**config.mk**
```make
export PLATFORM = sky130hd
export DESIGN_NAME = nios_handshake_mem_stream_reader
export DESIGN_NICKNAME = d
export VERILOG_FILES = /design/src/rtl/nios_handshake_mem_stream_reader_pkg.sv /design/src/rtl/nios_handshake_mem_stream_reader_fifo.sv /design/src/rtl/nios_handshake_mem_stream_reader.sv
export SDC_FILE = /design/constraint.sdc
export NUM_CORES = 1
export LEC_CHECK = 0
export BUFFER_PORTS_ARGS = -buffer_cell sky130_fd_sc_hd__buf_2
export CORE_MARGIN = 5
export CORE_UTILIZATION = 55
export DETAILED_ROUTE_END_ITERATION = 8
export MAX_ROUTING_LAYER = met4
export PLACE_DENSITY_LB_ADDON = 0.25
export REMOVE_ABC_BUFFERS = 1
export SYNTH_ARGS = -nofsm -noshare
export SYNTH_HDL_FRONTEND = slang
export SYNTH_SLANG_ARGS = --single-unit
```
**constraint.sdc**
```tcl
create_clock -name clk -period 2.8 [get_ports clk]
set_clock_uncertainty 0.2 [all_clocks]
set_input_delay 0.42 -clock clk [delete_from_list [all_inputs] [get_ports clk]]
set_output_delay 0.42 -clock clk [all_outputs]
set_load 0.01 [all_outputs]
```
**src/rtl/nios_handshake_mem_stream_reader_pkg.sv**
```systemverilog
// Shared types and widths for the on-chip RAM stream reader.
package nios_handshake_pkg;

   localparam int unsigned MEM_ADDR_W = 10;
   localparam int unsigned MEM_DATA_W = 32;

   typedef enum logic [1:0] {
      ST_IDLE  = 2'd0,
      ST_RUN   = 2'd1,
      ST_DRAIN = 2'd2,
      ST_DONE  = 2'd3
   } state_e;

endpackage

```
**src/rtl/nios_handshake_mem_stream_reader_fifo.sv**
```systemverilog
// Small synchronous FIFO with flush; push and pop may coincide at full or empty.
module nios_handshake_sync_fifo #(
   parameter int unsigned WIDTH = 33,
   parameter int unsigned DEPTH = 4
) (
   input  logic                   clk,
   input  logic                   reset_n,
   input  logic                   flush,
   input  logic                   push,
   input  logic [WIDTH-1:0]       wdata,
   input  logic                   pop,
   output logic [WIDTH-1:0]       rdata,
   output logic [$clog2(DEPTH):0] count,
   output logic                   empty
);
   localparam int unsigned PTR_W = $clog2(DEPTH);
   localparam int unsigned CNT_W = PTR_W + 1;

   logic [WIDTH-1:0] mem_q [DEPTH];
   logic [WIDTH-1:0] mem_d [DEPTH];
   logic [PTR_W-1:0] wr_ptr_q, wr_ptr_d;
   logic [PTR_W-1:0] rd_ptr_q, rd_ptr_d;
   logic [CNT_W-1:0] count_q, count_d;
   logic             do_push_c;
   logic             do_pop_c;

   assign empty     = (count_q == '0);
   assign do_pop_c  = pop & ~empty;
   assign do_push_c = push & ((count_q != CNT_W'(DEPTH)) | do_pop_c);
   assign rdata     = mem_q[rd_ptr_q];
   assign count     = count_q;

   // Next pointer/count/storage; flush discards everything including a same-cycle push.
   always_comb begin
      mem_d    = mem_q;
      wr_ptr_d = wr_ptr_q;
      rd_ptr_d = rd_ptr_q;
      count_d  = count_q;
      if (flush) begin
         wr_ptr_d = '0;
         rd_ptr_d = '0;
         count_d  = '0;
      end else begin
         if (do_push_c) begin
            mem_d[wr_ptr_q] = wdata;
            wr_ptr_d        = wr_ptr_q + PTR_W'(1);
         end
         if (do_pop_c) begin
            rd_ptr_d = rd_ptr_q + PTR_W'(1);
         end
         count_d = count_q + CNT_W'(do_push_c) - CNT_W'(do_pop_c);
      end
   end

   // Storage and pointer registers; storage is cleared so the head word reads 0 out of reset.
   always_ff @(posedge clk or negedge reset_n) begin
      if (!reset_n) begin
         for (int i = 0; i < int'(DEPTH); i++) begin
            mem_q[i] <= '0;
         end
         wr_ptr_q <= '0;
         rd_ptr_q <= '0;
         count_q  <= '0;
      end else begin
         mem_q    <= mem_d;
         wr_ptr_q <= wr_ptr_d;
         rd_ptr_q <= rd_ptr_d;
         count_q  <= count_d;
      end
   end

endmodule

```
**src/rtl/nios_handshake_mem_stream_reader.sv**
```systemverilog
// Credit-limited Avalon-MM read master draining a block of RAM words into a valid/ready stream.
module nios_handshake_mem_stream_reader
   import nios_handshake_pkg::*;
#(
   parameter int unsigned DATA_W     = MEM_DATA_W,
   parameter int unsigned ADDR_W     = MEM_ADDR_W,
   parameter int unsigned FIFO_DEPTH = 4
) (
   input  logic              clk,
   input  logic              reset_n,
   input  logic              start,
   input  logic              abort,
   input  logic [ADDR_W-1:0] base_addr,
   input  logic [ADDR_W:0]   length,
   output logic              busy,
   output logic              done,
   output logic [ADDR_W-1:0] mem_address,
   output logic              mem_chipselect,
   output logic              mem_write,
   output logic [3:0]        mem_byteenable,
   output logic              mem_clken,
   input  logic [DATA_W-1:0] mem_readdata,
   output logic              out_valid,
   input  logic              out_ready,
   output logic [DATA_W-1:0] out_data,
   output logic              out_last
);
   localparam int unsigned LEN_W  = ADDR_W + 1;
   localparam int unsigned CNT_W  = $clog2(FIFO_DEPTH) + 1;
   localparam int unsigned CNT1_W = CNT_W + 1;

   state_e              state_q, state_d;
   logic [ADDR_W-1:0]   addr_q, addr_d;
   logic [LEN_W-1:0]    rem_q, rem_d;
   logic                cs_q, cs_d;
   logic                inflight_q, inflight_d;
   logic                infl_last_q, infl_last_d;
   logic                busy_q, busy_d;
   logic                done_q, done_d;
   logic [CNT_W-1:0]    fifo_count;
   logic                fifo_empty;
   logic [DATA_W:0]     fifo_rdata;
   logic                pop_c;
   logic                last_pop_c;
   logic [CNT1_W-1:0]   count_next_c;

   assign mem_write      = 1'b0;
   assign mem_byteenable = 4'hF;
   assign mem_clken      = 1'b1;
   assign mem_address    = addr_q;
   assign mem_chipselect = cs_q;
   assign busy           = busy_q;
   assign done           = done_q;
   assign out_valid      = ~fifo_empty;
   assign out_data       = fifo_rdata[DATA_W-1:0];
   assign out_last       = fifo_rdata[DATA_W];
   assign pop_c          = out_valid & out_ready;
   assign last_pop_c     = pop_c & out_last;

   // Output buffer; the last flag rides alongside each data word.
   nios_handshake_sync_fifo #(
      .WIDTH (DATA_W + 1),
      .DEPTH (FIFO_DEPTH)
   ) u_fifo (
      .clk     (clk),
      .reset_n (reset_n),
      .flush   (abort),
      .push    (inflight_q),
      .wdata   ({infl_last_q, mem_readdata}),
      .pop     (pop_c),
      .rdata   (fifo_rdata),
      .count   (fifo_count),
      .empty   (fifo_empty)
   );

   // FSM state register.
   always_ff @(posedge clk or negedge reset_n) begin
      if (!reset_n) begin
         state_q <= ST_IDLE;
      end else begin
         state_q <= state_d;
      end
   end

   // Next-state logic; abort wins over everything, including start.
   always_comb begin
      state_d = state_q;
      if (abort) begin
         state_d = ST_IDLE;
      end else begin
         case (state_q)
            ST_IDLE:  if (start) state_d = (length == '0) ? ST_DONE : ST_RUN;
            ST_RUN:   if (cs_q && (rem_q == LEN_W'(1))) state_d = ST_DRAIN;
            ST_DRAIN: if (last_pop_c) state_d = ST_DONE;
            ST_DONE:  state_d = ST_IDLE;
            default:  state_d = ST_IDLE;
         endcase
      end
   end

   // Counters, credit check and registered outputs for the coming cycle.
   always_comb begin
      addr_d       = addr_q;
      rem_d        = rem_q;
      cs_d         = 1'b0;
      inflight_d   = 1'b0;
      infl_last_d  = 1'b0;
      busy_d       = (state_d != ST_IDLE);
      done_d       = (state_d == ST_DONE);
      count_next_c = CNT1_W'(fifo_count) + CNT1_W'(inflight_q) - CNT1_W'(pop_c);
      if (!abort) begin
         inflight_d  = cs_q;
         infl_last_d = cs_q && (rem_q == LEN_W'(1));
         if ((state_q == ST_IDLE) && start) begin
            addr_d = base_addr;
            rem_d  = length;
         end else if (cs_q) begin
            addr_d = addr_q + ADDR_W'(1);
            rem_d  = rem_q - LEN_W'(1);
         end
         // Next-cycle occupancy plus the read landing next cycle must leave room for one more.
         cs_d = (state_d == ST_RUN) && (rem_d != '0) &&
                ((count_next_c + CNT1_W'(cs_q)) < CNT1_W'(FIFO_DEPTH));
      end
   end

   // Datapath and output registers.
   always_ff @(posedge clk or negedge reset_n) begin
      if (!reset_n) begin
         addr_q      <= '0;
         rem_q       <= '0;
         cs_q        <= 1'b0;
         inflight_q  <= 1'b0;
         infl_last_q <= 1'b0;
         busy_q      <= 1'b0;
         done_q      <= 1'b0;
      end else begin
         addr_q      <= addr_d;
         rem_q       <= rem_d;
         cs_q        <= cs_d;
         inflight_q  <= inflight_d;
         infl_last_q <= infl_last_d;
         busy_q      <= busy_d;
         done_q      <= done_d;
      end
   end

endmodule

```
==> results.toml <==
[power]
p_int_mw = 5.57
swShare_pct = 30.0
power_frac_clock_pct = 29.1
p_seq_share_pct = 40.9
power.switching_mw = 2.39
leakagePower_nw = 4.52
pwr-share-comb_pct = 30.0
power_density_nw_per_um2 = 856
ir_worst_vdd_v = 0.000494

[synth]
yosysTopAreaCell = "dfrtp_1"
synth_area_leaders = "dfrtp_1 52%, mux2_2 19%, mux4_2 9.3%"
synth_cell_types = 47
synth-seq-cells = 167
synth_cells = 585
synth_area_sq_um = 8010
synth_commonest_cells = "167 x dfrtp_1, 132 x mux2_2, 33 x mux4_2, 29 x nand2_1"
yosysWarnings = 0
yosysMostFrequentCell = "dfrtp_1"
synth.yosys.seq_area_share_pct = 52.2
synth_edf_count = 0
synthFlopType = "dfrtp_1"
post-synth-top-area-fraction_pct = 52.2
synthArstFlopShare_pct = 100
avgSynthCellArea_sq_um = 13.7

[route]
postRouteWirelength_mm = 16.8
num_vias = 5068
drtIter0Drc = 247
dr.pass1.iters = 4
via_per_inst = 5.71
drcViolationCount = 0
wl_per_cell_um = 18.9
detail-route-antenna-nets = 0

[floorplanning]
core-area_sq_um = 14400
die_w_um = 131
ioPinCount = 111
start_util_pct = 55.6
fp.dieH_um = 131
std_cell_rows = 44
dieArea_sq_um = 17100

[sta]
relSlewSlack_pct = 47.5
fmax_ghz = 0.383
setup_violations = 0
slew_violations = 0
period_share_pct = 93.3
grt_setup_unrepaired = "false"
timing.setup.tns_ns = 0
fin_crit_ns = 2.61
worstMarginPinSlew_ns = 0.786
finalHoldViolations = 0

[clock_tree]
cts.sinks = 167
postCtsSetupBuffers = 0
htreeDepth = 4
cts_buffer_depth = 2
cts.clk_slew.worst_paths_ns = 0.06
cts_root_buffer = "clkbuf_16"
cts_hold_buf = 1
insertion_delay_ns = 0.42
cts_resized = 0
cts_tree = "built"
cts_made_buffers = 17

[final_layout]
final_area_sq_um = 9300
nets = 761
nFillCells = 1079
drive_above_1_share_pct = 46.0
register_area_sq_um = 4180
multi_input_area_sq_um = 3520
area_delta_synth_final_pct = 16.1

[setup_path]
worstPathMaxFanout = 19
crit_path_end_kind = "output pin"
start_kind = "flop"
critical_path_class = "flop to output pin"
crit_required_ns = 2.18
reg2reg_from = "u_fifo.count[1]$_DFF_PN0_"
worst_ep_arrival_time_ns = 1.99
crit_start = "u_fifo.rd_ptr_q[1]$_DFFE_PN0P_"

[global_routing]
gr-usage-all-layers_pct = 21.6
overflow = 0
antenna_found_initial = 2
grt_pass1_wl_mm = 27.3
grt_start_max_net_pins = 68
grt_pass1_vias = 5359

[placed_design]
place.gp.congestion = 0.908
io_buffers = 104
placed_area_sq_um = 8700
post-dp-hpwl_mm = 11.4

[worst_hold_path]
hp-class = "input port to flop"
min-delay-start = "base_addr[0]"

[status]
status = "finished, final reports clean"

[job]
cap_violations = 0
[area by class of cell]
type,instances,area share (%)
clock buffer,25,5.33
inverter,16,0.646
timing repair buffer,120,7.66
antenna,2,0.0538
sequential,167,45.0
clock inverter,7,0.996
multi-input combinational,367,37.9
tap,184,2.48
[through the flow]
step           hold slack (ns)  std cells  utilization, %  worst slack [ns]  power [mW]
2_1_floorplan          -0.0756        550               -            -0.162        4.80
3_5_place_dp             0.269        853            60.3             0.302        5.70
5_1_grt                 0.0312        888            64.5            0.0730        8.41
4_1_cts                 0.0265        886            64.4             0.190        8.03
3_3_place_gp             0.253        853            60.3             0.392        5.58
6_report                0.0381        888            64.5             0.189        7.96
[power by group through the flow]
stage	Sequential (mW)	Clock (mW)	Combinational (mW)
after floorplan	3.29	0	1.51
after global placement	3.23	0	2.34
after detailed placement	3.29	0	2.42
after CTS	3.25	2.35	2.43
after global routing	3.31	2.46	2.64
final	3.25	2.32	2.39
[cells by family (layout without fill, tap and decap cells)]
logic type / after synthesis / count (layout) / share of synthesized area [%]
mux: 169 / 169 / 28.3
flops: 167 / 167 / 52.2
simple gates: 96 / 96 / 6.12
compound gates: 68 / 68 / 5.42
buf+inv: 55 / 168 / 4.08
fa+ha+maj: 14 / 14 / 2.28
xor+xnor: 14 / 14 / 1.53
other cells: 2 / 8 / 0.0937
[flip-flops by register name (all words and copies together) (netlist names)]
signal,cells
busy,1
done,1
infl_last_q,1
inflight_q,1
mem_address,10
mem_chipselect,1
rem_q,11
state_q,2
u_fifo.count,3
u_fifo.mem_q,132
u_fifo.rd_ptr_q,2
u_fifo.wr_ptr_q,2
[worst max-delay path: stages, from the launching register on]
cell and delay, ns:
dfrtp_2 0.74, buf_4 0.32, mux4_2 0.34, buf_2 0.16
[path summary, 6_finish.rpt]
check	endpoint	slack, ns	cells past startpoint
max	out_data[22]	0.19	3
min	mem_address[0]$_DFFE_PN0P_	0.04	3
max reg2reg	mem_chipselect$_DFF_PN0_	0.28	11
min reg2reg	u_fifo.mem_q[114]$_DFFE_PN0P_	0.30	1
max in group asynchronous	u_fifo.mem_q[47]$_DFFE_PN0P_	1.28	3
min in group asynchronous	u_fifo.mem_q[122]$_DFFE_PN0P_	0.37	2
[cell usage in the layout, fill, tap and decap left out, types with 4 or more instances in the layout]
master,netlist,routed
clkbuf_16,0,17
clkbuf_1,14,4
mux2_2,132,132
dfrtp_1,167,165
a21oi_1,20,20
mux4_2,33,33
ha_1,13,13
nor3_1,4,4
nand2_1,29,29
buf_4,6,10
conb_1,2,6
o21ai_0,24,24
inv_1,16,16
nand3_1,9,9
xnor2_1,10,10
nor2_1,24,24
buf_12,0,5
nor4_1,6,6
mux2i_1,4,4
nand2_2,4,4
xor2_1,4,4
nor2b_1,4,4
buf_2,6,103
clkbuf_8,0,4
o22a_1,9,9
and3_1,4,4
[per-layer routing]
metal,GRT usage [%],wire [um],up-vias
met4,7.08,197,0
met3,5.37,937,21
met2,35.2,8500,132
met1,26.7,7140,2589
li1,-,-,2326
met5,-,0,-
(Power assumes the default switching activity.)
